$ cat src/rtl/seg_ctrl_pkg.sv
// seg_ctrl_pkg
//   Shared definitions for the seven-segment compare controller: register
//   offsets (wbs_adr_i[3:2]), CTRL and STATUS bit positions, the update
//   sequencer state encoding, update source ids and the buffered WB write
//   request struct.
package seg_ctrl_pkg;

  // Register offsets, word index taken from wbs_adr_i[3:2]
  localparam logic [1:0] REG_CTRL    = 2'd0;
  localparam logic [1:0] REG_COMPARE = 2'd1;
  localparam logic [1:0] REG_STATUS  = 2'd2;
  localparam logic [1:0] REG_RSVD    = 2'd3;

  // CTRL bits
  localparam int CTRL_EN_BIT    = 0;
  localparam int CTRL_LA_EN_BIT = 1;
  localparam logic [1:0] CTRL_RESET = 2'b01;

  // STATUS bits
  localparam int STAT_BUSY_BIT    = 0;
  localparam int STAT_WB_PEND_BIT = 1;
  localparam int STAT_LA_PEND_BIT = 2;
  localparam int STAT_COUNT_LSB   = 8;

  typedef enum logic [1:0] {
    S_IDLE  = 2'd0,
    S_SETUP = 2'd1,
    S_PULSE = 2'd2,
    S_HOLD  = 2'd3
  } seq_state_e;

  // Arbiter request/grant vectors are indexed by these ids
  typedef enum logic {
    SRC_WB = 1'b0,
    SRC_LA = 1'b1
  } src_e;

  // WB write captured on the ack edge, committed one cycle later
  typedef struct packed {
    logic        en;
    logic [1:0]  adr;
    logic [23:0] dat;
    logic [3:0]  sel;
  } wb_wr_t;

endpackage

$ cat src/rtl/seg_update_arb.sv
// seg_update_arb
//   Two-way round-robin arbiter for compare updates. A lone request is
//   granted directly; when both sources request, the one that did not win
//   last time is granted. Purely combinational; the caller decides when a
//   grant is allowed to take effect.
// Ports
//   i_req        [1:0] requests, index SRC_WB / SRC_LA
//   i_last_grant       source granted most recently
//   o_grant      [1:0] one-hot grant (or zero when no request)
module seg_update_arb
  import seg_ctrl_pkg::*;
(
  input  logic [1:0] i_req,
  input  src_e       i_last_grant,
  output logic [1:0] o_grant
);

  always_comb begin
    o_grant = i_req;
    if (&i_req) begin
      o_grant = (i_last_grant == SRC_LA) ? 2'b01 : 2'b10;
    end
  end

endmodule

$ cat src/rtl/seg_compare_ctrl.sv
// seg_compare_ctrl
//   Wishbone-programmable controller for the seven-segment seconds counter's
//   compare port. Holds the 24-bit compare value, collects update requests
//   from WB writes and from a logic-analyzer request line, arbitrates them
//   round-robin, and applies each granted value through a setup / one-cycle
//   update pulse / hold sequence.
// Ports
//   wb_clk_i, wb_rst_ni          clock, async active-low reset
//   wbs_stb_i/cyc_i/we_i/sel_i/dat_i/adr_i, wbs_ack_o, wbs_dat_o
//                                WB slave, 4 word registers at BASE_ADDR
//   la_req_i, la_compare_i       LA request (rising edge) and its value
//   la_grant_o                   one-cycle pulse when an LA request is granted
//   compare_o, update_compare_o  to seven_segment_seconds
//   busy_o                       update sequence in progress
module seg_compare_ctrl
  import seg_ctrl_pkg::*;
#(
  parameter logic [31:0] BASE_ADDR     = 32'h3000_0000,
  parameter logic [23:0] RESET_COMPARE = 24'h000100,
  parameter int          HOLD_CYCLES   = 4
) (
  input  logic        wb_clk_i,
  input  logic        wb_rst_ni,
  input  logic        wbs_stb_i,
  input  logic        wbs_cyc_i,
  input  logic        wbs_we_i,
  input  logic [3:0]  wbs_sel_i,
  input  logic [31:0] wbs_dat_i,
  input  logic [31:0] wbs_adr_i,
  output logic        wbs_ack_o,
  output logic [31:0] wbs_dat_o,
  input  logic        la_req_i,
  input  logic [23:0] la_compare_i,
  output logic        la_grant_o,
  output logic [23:0] compare_o,
  output logic        update_compare_o,
  output logic        busy_o
);

  localparam int HW = (HOLD_CYCLES > 1) ? $clog2(HOLD_CYCLES) : 1;

  // ---------------------------------------------------------------- state
  logic              r_ack;
  logic [31:0]       r_dat;
  wb_wr_t            r_wr;
  logic [1:0]        r_ctrl;
  logic [23:0]       r_wb_shadow;
  logic [23:0]       r_la_shadow;
  logic              r_wb_pend;
  logic              r_la_pend;
  logic              r_la_req_d;
  logic              r_la_grant;
  src_e              r_last_grant;
  logic [23:0]       r_compare;
  logic [7:0]        r_count;
  logic [HW-1:0]     r_hold_cnt;
  seq_state_e        r_state;

  // ---------------------------------------------------------------- wires
  logic              w_dec;
  logic              w_req;
  logic [31:0]       w_rdata;
  logic              w_busy;
  logic              w_wr_cmp;
  logic              w_wb_set;
  logic              w_la_set;
  logic [1:0]        w_arb_grant;
  logic [1:0]        w_grant;
  seq_state_e        w_next;
  logic              w_unused;

  // Address bits below the word index, the top data byte and sel[3] carry
  // nothing for these registers.
  assign w_unused = ^{wbs_adr_i[1:0], wbs_dat_i[31:24], wbs_sel_i[3]};

  assign w_dec  = (wbs_adr_i[31:4] == BASE_ADDR[31:4]);
  // !r_ack keeps a master that holds stb through the ack cycle from
  // getting a second ack for the same transfer.
  assign w_req  = wbs_stb_i & wbs_cyc_i & w_dec & ~r_ack;
  assign w_busy = (r_state != S_IDLE);

  // ------------------------------------------------------------ WB slave
  always_comb begin
    w_rdata = '0;
    case (wbs_adr_i[3:2])
      REG_CTRL:    w_rdata[1:0]  = r_ctrl;
      REG_COMPARE: w_rdata[23:0] = r_compare;
      REG_STATUS: begin
        w_rdata[STAT_BUSY_BIT]          = w_busy;
        w_rdata[STAT_WB_PEND_BIT]       = r_wb_pend;
        w_rdata[STAT_LA_PEND_BIT]       = r_la_pend;
        w_rdata[STAT_COUNT_LSB +: 8]    = r_count;
      end
      default:     w_rdata = '0;
    endcase
  end

  always_ff @(posedge wb_clk_i or negedge wb_rst_ni) begin
    if (!wb_rst_ni) begin
      r_ack <= 1'b0;
      r_dat <= '0;
      r_wr  <= '0;
    end else begin
      r_ack     <= w_req;
      r_dat     <= (w_req && !wbs_we_i) ? w_rdata : 32'h0;
      r_wr.en   <= w_req & wbs_we_i;
      r_wr.adr  <= wbs_adr_i[3:2];
      r_wr.dat  <= wbs_dat_i[23:0];
      r_wr.sel  <= wbs_sel_i;
    end
  end

  // The write is committed the cycle after ack, so the pending flag shows
  // up at ack+1.
  assign w_wr_cmp = r_wr.en && (r_wr.adr == REG_COMPARE);
  assign w_wb_set = w_wr_cmp && (|r_wr.sel[2:0]);

  always_ff @(posedge wb_clk_i or negedge wb_rst_ni) begin
    if (!wb_rst_ni) begin
      r_ctrl      <= CTRL_RESET;
      r_wb_shadow <= RESET_COMPARE;
    end else begin
      if (r_wr.en && (r_wr.adr == REG_CTRL) && r_wr.sel[0]) begin
        r_ctrl <= r_wr.dat[1:0];
      end
      if (w_wr_cmp) begin
        for (int b = 0; b < 3; b++) begin
          if (r_wr.sel[b]) r_wb_shadow[8*b +: 8] <= r_wr.dat[8*b +: 8];
        end
      end
    end
  end

  // ------------------------------------------------------------ LA capture
  assign w_la_set = la_req_i & ~r_la_req_d & r_ctrl[CTRL_LA_EN_BIT];

  always_ff @(posedge wb_clk_i or negedge wb_rst_ni) begin
    if (!wb_rst_ni) begin
      r_la_req_d  <= 1'b0;
      r_la_shadow <= RESET_COMPARE;
    end else begin
      r_la_req_d <= la_req_i;
      if (w_la_set) r_la_shadow <= la_compare_i;
    end
  end

  // ------------------------------------------------------------ arbitration
  seg_update_arb u_arb (
    .i_req        ({r_la_pend, r_wb_pend}),
    .i_last_grant (r_last_grant),
    .o_grant      (w_arb_grant)
  );

  // Grants only take effect from IDLE with the controller enabled; with
  // enable low everything pending simply waits.
  assign w_grant = (r_state == S_IDLE && r_ctrl[CTRL_EN_BIT]) ? w_arb_grant : 2'b00;

  // A new request in the same cycle as its grant re-arms the pending flag
  // (the shadow already holds the newer value).
  always_ff @(posedge wb_clk_i or negedge wb_rst_ni) begin
    if (!wb_rst_ni) begin
      r_wb_pend    <= 1'b0;
      r_la_pend    <= 1'b0;
      r_la_grant   <= 1'b0;
      r_last_grant <= SRC_LA;
    end else begin
      r_wb_pend  <= w_wb_set | (r_wb_pend & ~w_grant[SRC_WB]);
      r_la_pend  <= w_la_set | (r_la_pend & ~w_grant[SRC_LA]);
      r_la_grant <= w_grant[SRC_LA];
      if (w_grant[SRC_WB])      r_last_grant <= SRC_WB;
      else if (w_grant[SRC_LA]) r_last_grant <= SRC_LA;
    end
  end

  // ------------------------------------------------------------ sequencer
  always_comb begin
    w_next = r_state;
    case (r_state)
      S_IDLE:  if (|w_grant) w_next = S_SETUP;
      S_SETUP: w_next = S_PULSE;
      S_PULSE: w_next = S_HOLD;
      S_HOLD:  if (r_hold_cnt == '0) w_next = S_IDLE;
      default: w_next = S_IDLE;
    endcase
  end

  always_ff @(posedge wb_clk_i or negedge wb_rst_ni) begin
    if (!wb_rst_ni) r_state <= S_IDLE;
    else            r_state <= w_next;
  end

  // The granted shadow is loaded straight into compare_o on the grant edge,
  // which is the SETUP entry; compare_o is therefore stable through
  // SETUP, PULSE and HOLD.
  always_ff @(posedge wb_clk_i or negedge wb_rst_ni) begin
    if (!wb_rst_ni) begin
      r_compare  <= RESET_COMPARE;
      r_count    <= 8'd0;
      r_hold_cnt <= '0;
    end else begin
      if (w_grant[SRC_WB])      r_compare <= r_wb_shadow;
      else if (w_grant[SRC_LA]) r_compare <= r_la_shadow;

      if (r_state == S_PULSE) begin
        r_count    <= r_count + 8'd1;
        r_hold_cnt <= HW'(HOLD_CYCLES - 1);
      end else if (r_state == S_HOLD && r_hold_cnt != '0) begin
        r_hold_cnt <= r_hold_cnt - 1'b1;
      end
    end
  end

  // ------------------------------------------------------------ outputs
  assign wbs_ack_o        = r_ack;
  assign wbs_dat_o        = r_dat;
  assign la_grant_o       = r_la_grant;
  assign compare_o        = r_compare;
  // Decoded from the state register so it drops with reset asynchronously.
  assign update_compare_o = (r_state == S_PULSE);
  assign busy_o           = w_busy;

endmodule

$ cat config.mk
export PLATFORM = sky130hd
export DESIGN_NAME = seg_compare_ctrl
export DESIGN_NICKNAME = d
export VERILOG_FILES = /design/src/rtl/seg_ctrl_pkg.sv /design/src/rtl/seg_update_arb.sv /design/src/rtl/seg_compare_ctrl.sv
export SDC_FILE = /design/constraint.sdc
export NUM_CORES = 1
export LEC_CHECK = 0
export CORE_MARGIN = 1
export CORE_UTILIZATION = 54
export CTS_BUF_LIST = sky130_fd_sc_hd__clkbuf_8
export CTS_CLUSTER_DIAMETER = 120
export DETAILED_ROUTE_END_ITERATION = 6
export HOLD_SLACK_MARGIN = 0.1
export PLACE_DENSITY = 0.95
export SYNTH_ARGS = -nofsm -noshare
export SYNTH_HDL_FRONTEND = slang
export SYNTH_SLANG_ARGS = --single-unit
$ cat constraint.sdc
create_clock -name wb_clk_i -period 3.7 [get_ports wb_clk_i]
set_input_delay 0.74 -clock wb_clk_i [delete_from_list [all_inputs] [get_ports wb_clk_i]]
set_output_delay 0.74 -clock wb_clk_i [all_outputs]
set_load 0.01 [all_outputs]
==> results of run 1 <==
==> cells in the mapped netlist, types with 2 or more instances <==
master / number
mux2_2: 51
nor4_2: 14
ha_1: 10
a22oi_1: 9
dfstp_2: 5
buf_4: 10
clkbuf_1: 20
o21ai_0: 27
a31oi_1: 24
nor4_4: 3
buf_2: 8
and3b_1: 2
xor2_1: 4
nor3_1: 33
xnor2_1: 4
nor4b_1: 2
nand2_1: 22
nor4_1: 4
nand3_1: 3
nor2_1: 7
a222oi_1: 2
dfrtp_1: 141
nor2b_1: 3
inv_1: 9
nand4_1: 3
or3b_1: 24
==> kinds of logic after synthesis <==
family	share of synthesized area, %
compound gates	6.57
xor+xnor	1.17
buf+inv	3.73
fa+ha+maj	2.09
other cells	0.0625
flops	61.0
simple gates	15.5
mux	9.92
==> per-stage QoR <==
| stage | cell area [sq um] | cells | setup slack, ps | hold WS (ps) |
|---|---|---|---|---|
| 6_report | 7890 | 746 | 956 | 262 |
| 5_1_grt | 7890 | 746 | 852 | 292 |
| 4_1_cts | 7890 | 746 | 946 | 290 |
| 3_5_place_dp | 7460 | 715 | 1040 | 462 |
| 3_3_place_gp | 7460 | 715 | 1200 | 458 |
| 2_1_floorplan | 6030 | 466 | 1900 | 433 |
==> worst max-delay path, delay by kind of cell (launching register included) <==
family / cells / cell delay, ps
buffers and inverters: 2 / 780
adders and majority gates: 1 / 400
DFF: 1 / 380
==> cell usage in the layout (no fill, tap or decap), drive strengths merged, types with 2 or more instances in the layout <==
cell	n
a222oi	2
a22oi	9
a31oi	24
and3b	2
buf	10
bufinv	4
clkbuf	19
clkdlybuf4s50	137
clkinv	3
clkinvlp	3
conb	8
dfrtp	141
dfstp	5
ha	10
inv	11
mux2	52
nand2	22
nand3	4
nand4	5
nor2	7
nor2b	3
nor3	33
nor4	21
nor4b	2
o21ai	27
or3b	24
xnor2	4
xor2	4
==> state kept, by name, summed over array words and instances (netlist names), 2 cells and up <==
| signal | cells |
|---|---|
| r_wr | 30 |
| r_state | 2 |
| r_ctrl | 2 |
| r_la_shadow | 24 |
| r_count | 8 |
| r_wb_shadow | 24 |
| r_hold_cnt | 2 |
| wbs_dat_o | 24 |
| compare_o | 24 |
==> final cells by class <==
cell class	count	area [sq um]	area share (%)
well taps	140	175	2.22
repair buffers	147	1450	18.4
clock inverters	12	165	2.09
flip-flops and latches	146	3660	46.4
clock buffers	19	262	3.31
inverters	9	33.8	0.428
multi-input cells	273	2150	27.2
==> power groups by stage <==
stage / logic [W] / clock network [W] / registers, W
3_3_place_gp: 0.000155 / 0 / 0.00165
5_1_grt: 0.000171 / 0.00142 / 0.00162
4_1_cts: 0.000160 / 0.00134 / 0.00162
6_report: 0.000157 / 0.00133 / 0.00162
2_1_floorplan: 0.0000285 / 0 / 0.00165
3_5_place_dp: 0.000159 / 0 / 0.00165
==> path summary, 6_finish.rpt <==
check                      depth (start not counted)                to        from  slack [ps]
min in group wb_clk_i                              1    r_wb_shadow[9]    r_wr[13]         470
max                                                3  update_compare_o  r_state[0]         960
max in group asynchronous                          2    r_la_shadow[8]   wb_rst_ni        2550
max reg2reg                                        5     compare_o[19]  r_state[1]        1240
min                                                1     wbs_dat_o[18]   wb_rst_ni         260
min reg2reg                                        1    r_wb_shadow[9]    r_wr[13]         470
==> metal layers <==
| metal | GRT usage, % | vias up | wire (um) |
|---|---|---|---|
| li1 | - | 1910 | - |
| met1 | 34.4 | 2161 | 5810 |
| met2 | 42.7 | 230 | 7030 |
| met3 | 7.32 | 47 | 992 |
| met4 | 11.4 | 0 | 465 |
| met5 | 0 | - | 0 |
==> metrics.txt, run 1 <==
outcome finished, final reports clean; Most used DFF post-synth dfrtp_1; unrepaired setup endpoints after global routing no; switching share of power 20.8%; IO Pins 158; CP required 2960 ps; number of synthesized register bits 146; Internal Power 0.00246 W; post-CTS setup buffers 0; Post-synth EDFFs 0; Die X 107 um; final hold vios 0; clock share of power 42.8%; Final Max Slew Viols 0; Final Critical Period 2740 ps; Worst VDD drop 0.225 mV; synth top area cells dfrtp_1, mux2_2, or3b_1, nor4_2, nor3_1; Initial Utilization 55.4%; Mapped Cells 459; filler cell count 687; NetSw 0.000646 W; vias in the first global route 4444; DR vias 4348; Pre-Repair DR Iteration Count 7; CP startpoint kind flop; GPL Wtd Cong 0.867; Yosys top cell by area dfrtp_1; DR DRC count 0; CTS H-tree depth 4; Detailed Route WL 14300 um; post-CTS sizing 0; CTS tree done; Clock Latency Late Sink 440 ps; Setup Skew 10.2 ps; DIE AREA 0.0115 sq mm; Core Util, Final 72.8%; yosys warns 0; ANT cells 0; Async S/R FF share, synth 100%; Comb pwr share 5.1%; Final Power 0.00310 W; routed vias/inst 5.83; Clock Sinks 146; Distinct cells, synth 41; first-pass GRT wire length 22900 um; GRT Overall Usage 26.7%; CTS Hold Bufs 0; total CTS buffers 17; WL/cell 19.2 um; DP HPWL 9670 um; critical-path cell list inv_1 -> ha_1 -> clkdlybuf4s50_1; HP Class input pin to async pin; I/O Buffers 138; layout cell share with drive strength beyond 1 19.3%; Setup CP Type flop to output pin; Mapped Area 0.00600 sq mm; Reg clk slew, reported paths 80 ps; worst path arrival time 2000 ps; CTS root buffer clkbuf_8; period utilisation layout 74.2%; relative slew slack 38.2%; largest net degree at the start of global routing 70; Die H 107 um; final setup fails 0; DR iter-0 viols 314; post-route ant nets 0; nets 702; slowest library cell on the worst path clkdlybuf4s50_1; Synth-to-Final Area Change 31.5%; critical path peak fanout 10; final setup TNS 0 ps; Pleak 3.45 nW; Max Root-Sink Buffers 2; initial antenna violation count 0; FP Rows 38; pwr dens 393 mW/mm^2; share of power burned in registers 52.1%; gr ovfl total 0; Max-Cap Viols 0; Post-Syn Area per Cell 13.1 sq um; core area 0.0108 sq mm; area share of the leading cell type in the synthesized netlist 58.8%; sequential share of the synthesized area 61.0%; CP max stage delay 650 ps; CP endpoint kind output pin; fmax 0.364 GHz; Slew @ Worst Pin 926 ps
No activity file was read; power rests on OpenSTA's default activity.
==> inputs of run 2 (changes only) <==
--- a/config.mk
+++ b/config.mk
@@ -6,12 +6,12 @@
 export NUM_CORES = 1
 export LEC_CHECK = 0
 export CORE_MARGIN = 1
-export CORE_UTILIZATION = 54
+export CORE_UTILIZATION = 45
 export CTS_BUF_LIST = sky130_fd_sc_hd__clkbuf_8
 export CTS_CLUSTER_DIAMETER = 120
 export DETAILED_ROUTE_END_ITERATION = 6
 export HOLD_SLACK_MARGIN = 0.1
-export PLACE_DENSITY = 0.95
+export PLACE_DENSITY = 0.89
 export SYNTH_ARGS = -nofsm -noshare
 export SYNTH_HDL_FRONTEND = slang
 export SYNTH_SLANG_ARGS = --single-unit
==> constraint.sdc (replaced) <==
create_clock -name wb_clk_i -period 2.4 [get_ports wb_clk_i]
set_input_delay 0.48 -clock wb_clk_i [delete_from_list [all_inputs] [get_ports wb_clk_i]]
set_output_delay 0.48 -clock wb_clk_i [all_outputs]
set_load 0.01 [all_outputs]
==> run 2 against run 1 <==
Global-route usage fell by 4.9 points. Cell count rose by 5.0%. Non-clock buffer count rose by 4. Combinational power rose by 59%. Final area rose by 1.2%. Clock skew rose by 1.1 ps. Worst setup slack got worse by 930 ps. Hold slack improved by 200 ps. Die area rose by 20%. Clock power rose by 50%. Sequential power rose by 54%. Register-to-register slack got worse by 760 ps.
==> metrics.txt, run 2 (same netlist as run 1, synthesis figures left out) <==
outcome finished, final reports clean (unchanged); filler cell count 949 (was 687); CP Depth 3 (unchanged); CTS H-tree depth 4 (unchanged); FP Rows 41 (was 38); CP bufs+invs 2 (unchanged); worst path arrival time 1890 ps (was 2000 ps); GRT Overall Usage 21.8% (was 26.7%); Final Critical Period 2370 ps; core area 0.0128 sq mm (was 0.0108 sq mm); final hold vios 0 (unchanged); DIE AREA 0.0138 sq mm (was 0.0115 sq mm); period utilisation layout 98.8%; post-route ant nets 0 (unchanged); Hold Startpoint wbs_dat_i[18]; I/O Buffers 138 (unchanged); Detailed Route WL 13900 um (was 14300 um); HP Class input pin to flop (was input pin to async pin); DP HPWL 10000 um (was 9670 um); routed vias/inst 5.36 (was 5.83); max reg flops 30 (unchanged); commonest non-fill, non-tap cell in the layout dfrtp_1 (unchanged); pwr dens 593 mW/mm^2 (was 393 mW/mm^2); critical-path cell list inv_1 -> ha_2 -> clkdlybuf4s50_1 (was inv_1 -> ha_1 -> clkdlybuf4s50_1); layout cell share with drive strength beyond 1 20.1% (was 19.3%); nets 706 (was 702); DR iter-0 viols 282 (was 314); Reg clk slew, reported paths 80 ps (about the same); Global Route met1 Usage 26.2% (was 34.4%); Biggest register r_wr (unchanged); slowest library cell on the worst path clkdlybuf4s50_1 (unchanged); R2R setup slack 480 ps (was 1240 ps); vias in the first global route 4515 (was 4444); Max-Cap Viols 0 (unchanged); CP max stage delay 610 ps (was 650 ps); total CTS buffers 17 (unchanged); worst setup path endpoint update_compare_o (unchanged); delay-heaviest family, CP buffers and inverters (unchanged); CTS root buffer clkbuf_8 (unchanged); R2R Path Start r_state[1] (unchanged); commonest cells after routing, fill and taps aside dfrtp_1, clkdlybuf4s50_1, mux2_2, nor3_1, o21ai_0 (unchanged); largest net degree at the start of global routing 75 (was 70); ANT cells 0 (unchanged); Seq. cell area 0.00366 sq mm (unchanged); GPL Wtd Cong 0.788 (was 0.867); Setup CP Type flop to output pin (unchanged); grt met3 use 5.43% (was 7.32%); Clock Latency Late Sink 440 ps (about the same); area occupied by multi-input gates 0.00215 sq mm (about the same); unrepaired setup endpoints after global routing yes (was no); Pleak 3.46 nW (was 3.45 nW); Die X 117 um (was 107 um); first-pass GRT wire length 23400 um (was 22900 um); busiest grt layer met2 (unchanged); routing usage on met2 37.5% (was 42.7%); Initial Utilization 46.8% (was 55.4%); FF-to-FF End compare_o[17] (was compare_o[19]); Final Max Slew Viols 0 (unchanged); initial antenna violation count 0 (unchanged); WL/cell 17.8 um (was 19.2 um); Clock Sinks 146 (unchanged); reg2reg path depth 5 (unchanged); DR vias 4193 (was 4348); Setup Skew 11.4 ps (was 10.2 ps); gr ovfl total 0 (unchanged); final setup TNS 0 ps (unchanged); fmax 0.422 GHz; final setup fails 0 (unchanged); relative slew slack 37.2% (was 38.2%); Slew @ Worst Pin 943 ps (was 926 ps); CP startpoint kind flop (unchanged); Max Root-Sink Buffers 2 (unchanged); CP required 1920 ps (was 2960 ps); crit path launch r_state[0] (unchanged); Final Power 0.00474 W (was 0.00310 W); critical path peak fanout 10 (unchanged); post-CTS setup buffers 0 (unchanged); CP endpoint kind output pin (unchanged); Pre-Repair DR Iteration Count 5 (was 7); Die H 117 um (was 107 um); CTS tree done (unchanged); IO Pins 158 (unchanged); Worst VDD drop 0.312 mV (was 0.225 mV); DR DRC count 0 (unchanged); Synth-to-Final Area Change 33.1% (was 31.5%)
==> run 2: per-stage QoR <==
stage	util, %	setup slack [ps]	hold WS [ps]	area (sq um)	instances
finish	62.3	27.8	467	7990	783
global route	62.3	-49.1	447	7990	783
CTS	62.3	1.12	450	7990	783
detailed placement	58.9	136	456	7550	750
global placement	58.9	219	458	7550	750
floorplan	-	828	184	6030	466
==> run 2: area by class of cell <==
cell class	instances	share of cell area (%)
sequential	146	45.8
inverter	9	0.423
tap	172	2.69
clock buffer	19	3.27
timing repair buffer	151	18.9
multi-input combinational	273	26.9
clock inverter	13	2.01
==> run 2: where the power goes <==
part,switching [W],leakage [nW],internal (W)
clock network,0.000912,0.206,0.00108
registers,0.00000877,1.95,0.00248
logic,0.000106,1.31,0.000145
total,0.00103,3.46,0.00371
==> run 2: repair_timing <==
action                                 in CTS  in global routing
setup endpoints to repair                   1                  2
resized for setup                           1                  0
hold buffers                                1                  0
endpoints found under the hold margin     141                  0
==> run 2: worst min path at each step <==
stage / end / slack (ps) / cells past startpoint
after floorplan: compare_o[0] / 180 / 0
after global placement: r_count[7] / 460 / 1
after detailed placement: r_wb_shadow[7] / 460 / 1
after CTS: r_wr[23] / 450 / 1
after global routing: r_wr[21] / 450 / 1
final: r_wr[22] / 470 / 1
==> run 2: routing by layer <==
layer | vias up | wire length, um | part of all wire (%)
li1 | 1918 | - | -
met1 | 2087 | 5600 | 40
met2 | 163 | 7150 | 51
met3 | 25 | 880 | 6.3
met4 | 0 | 310 | 2.2
met5 | - | 0 | 0
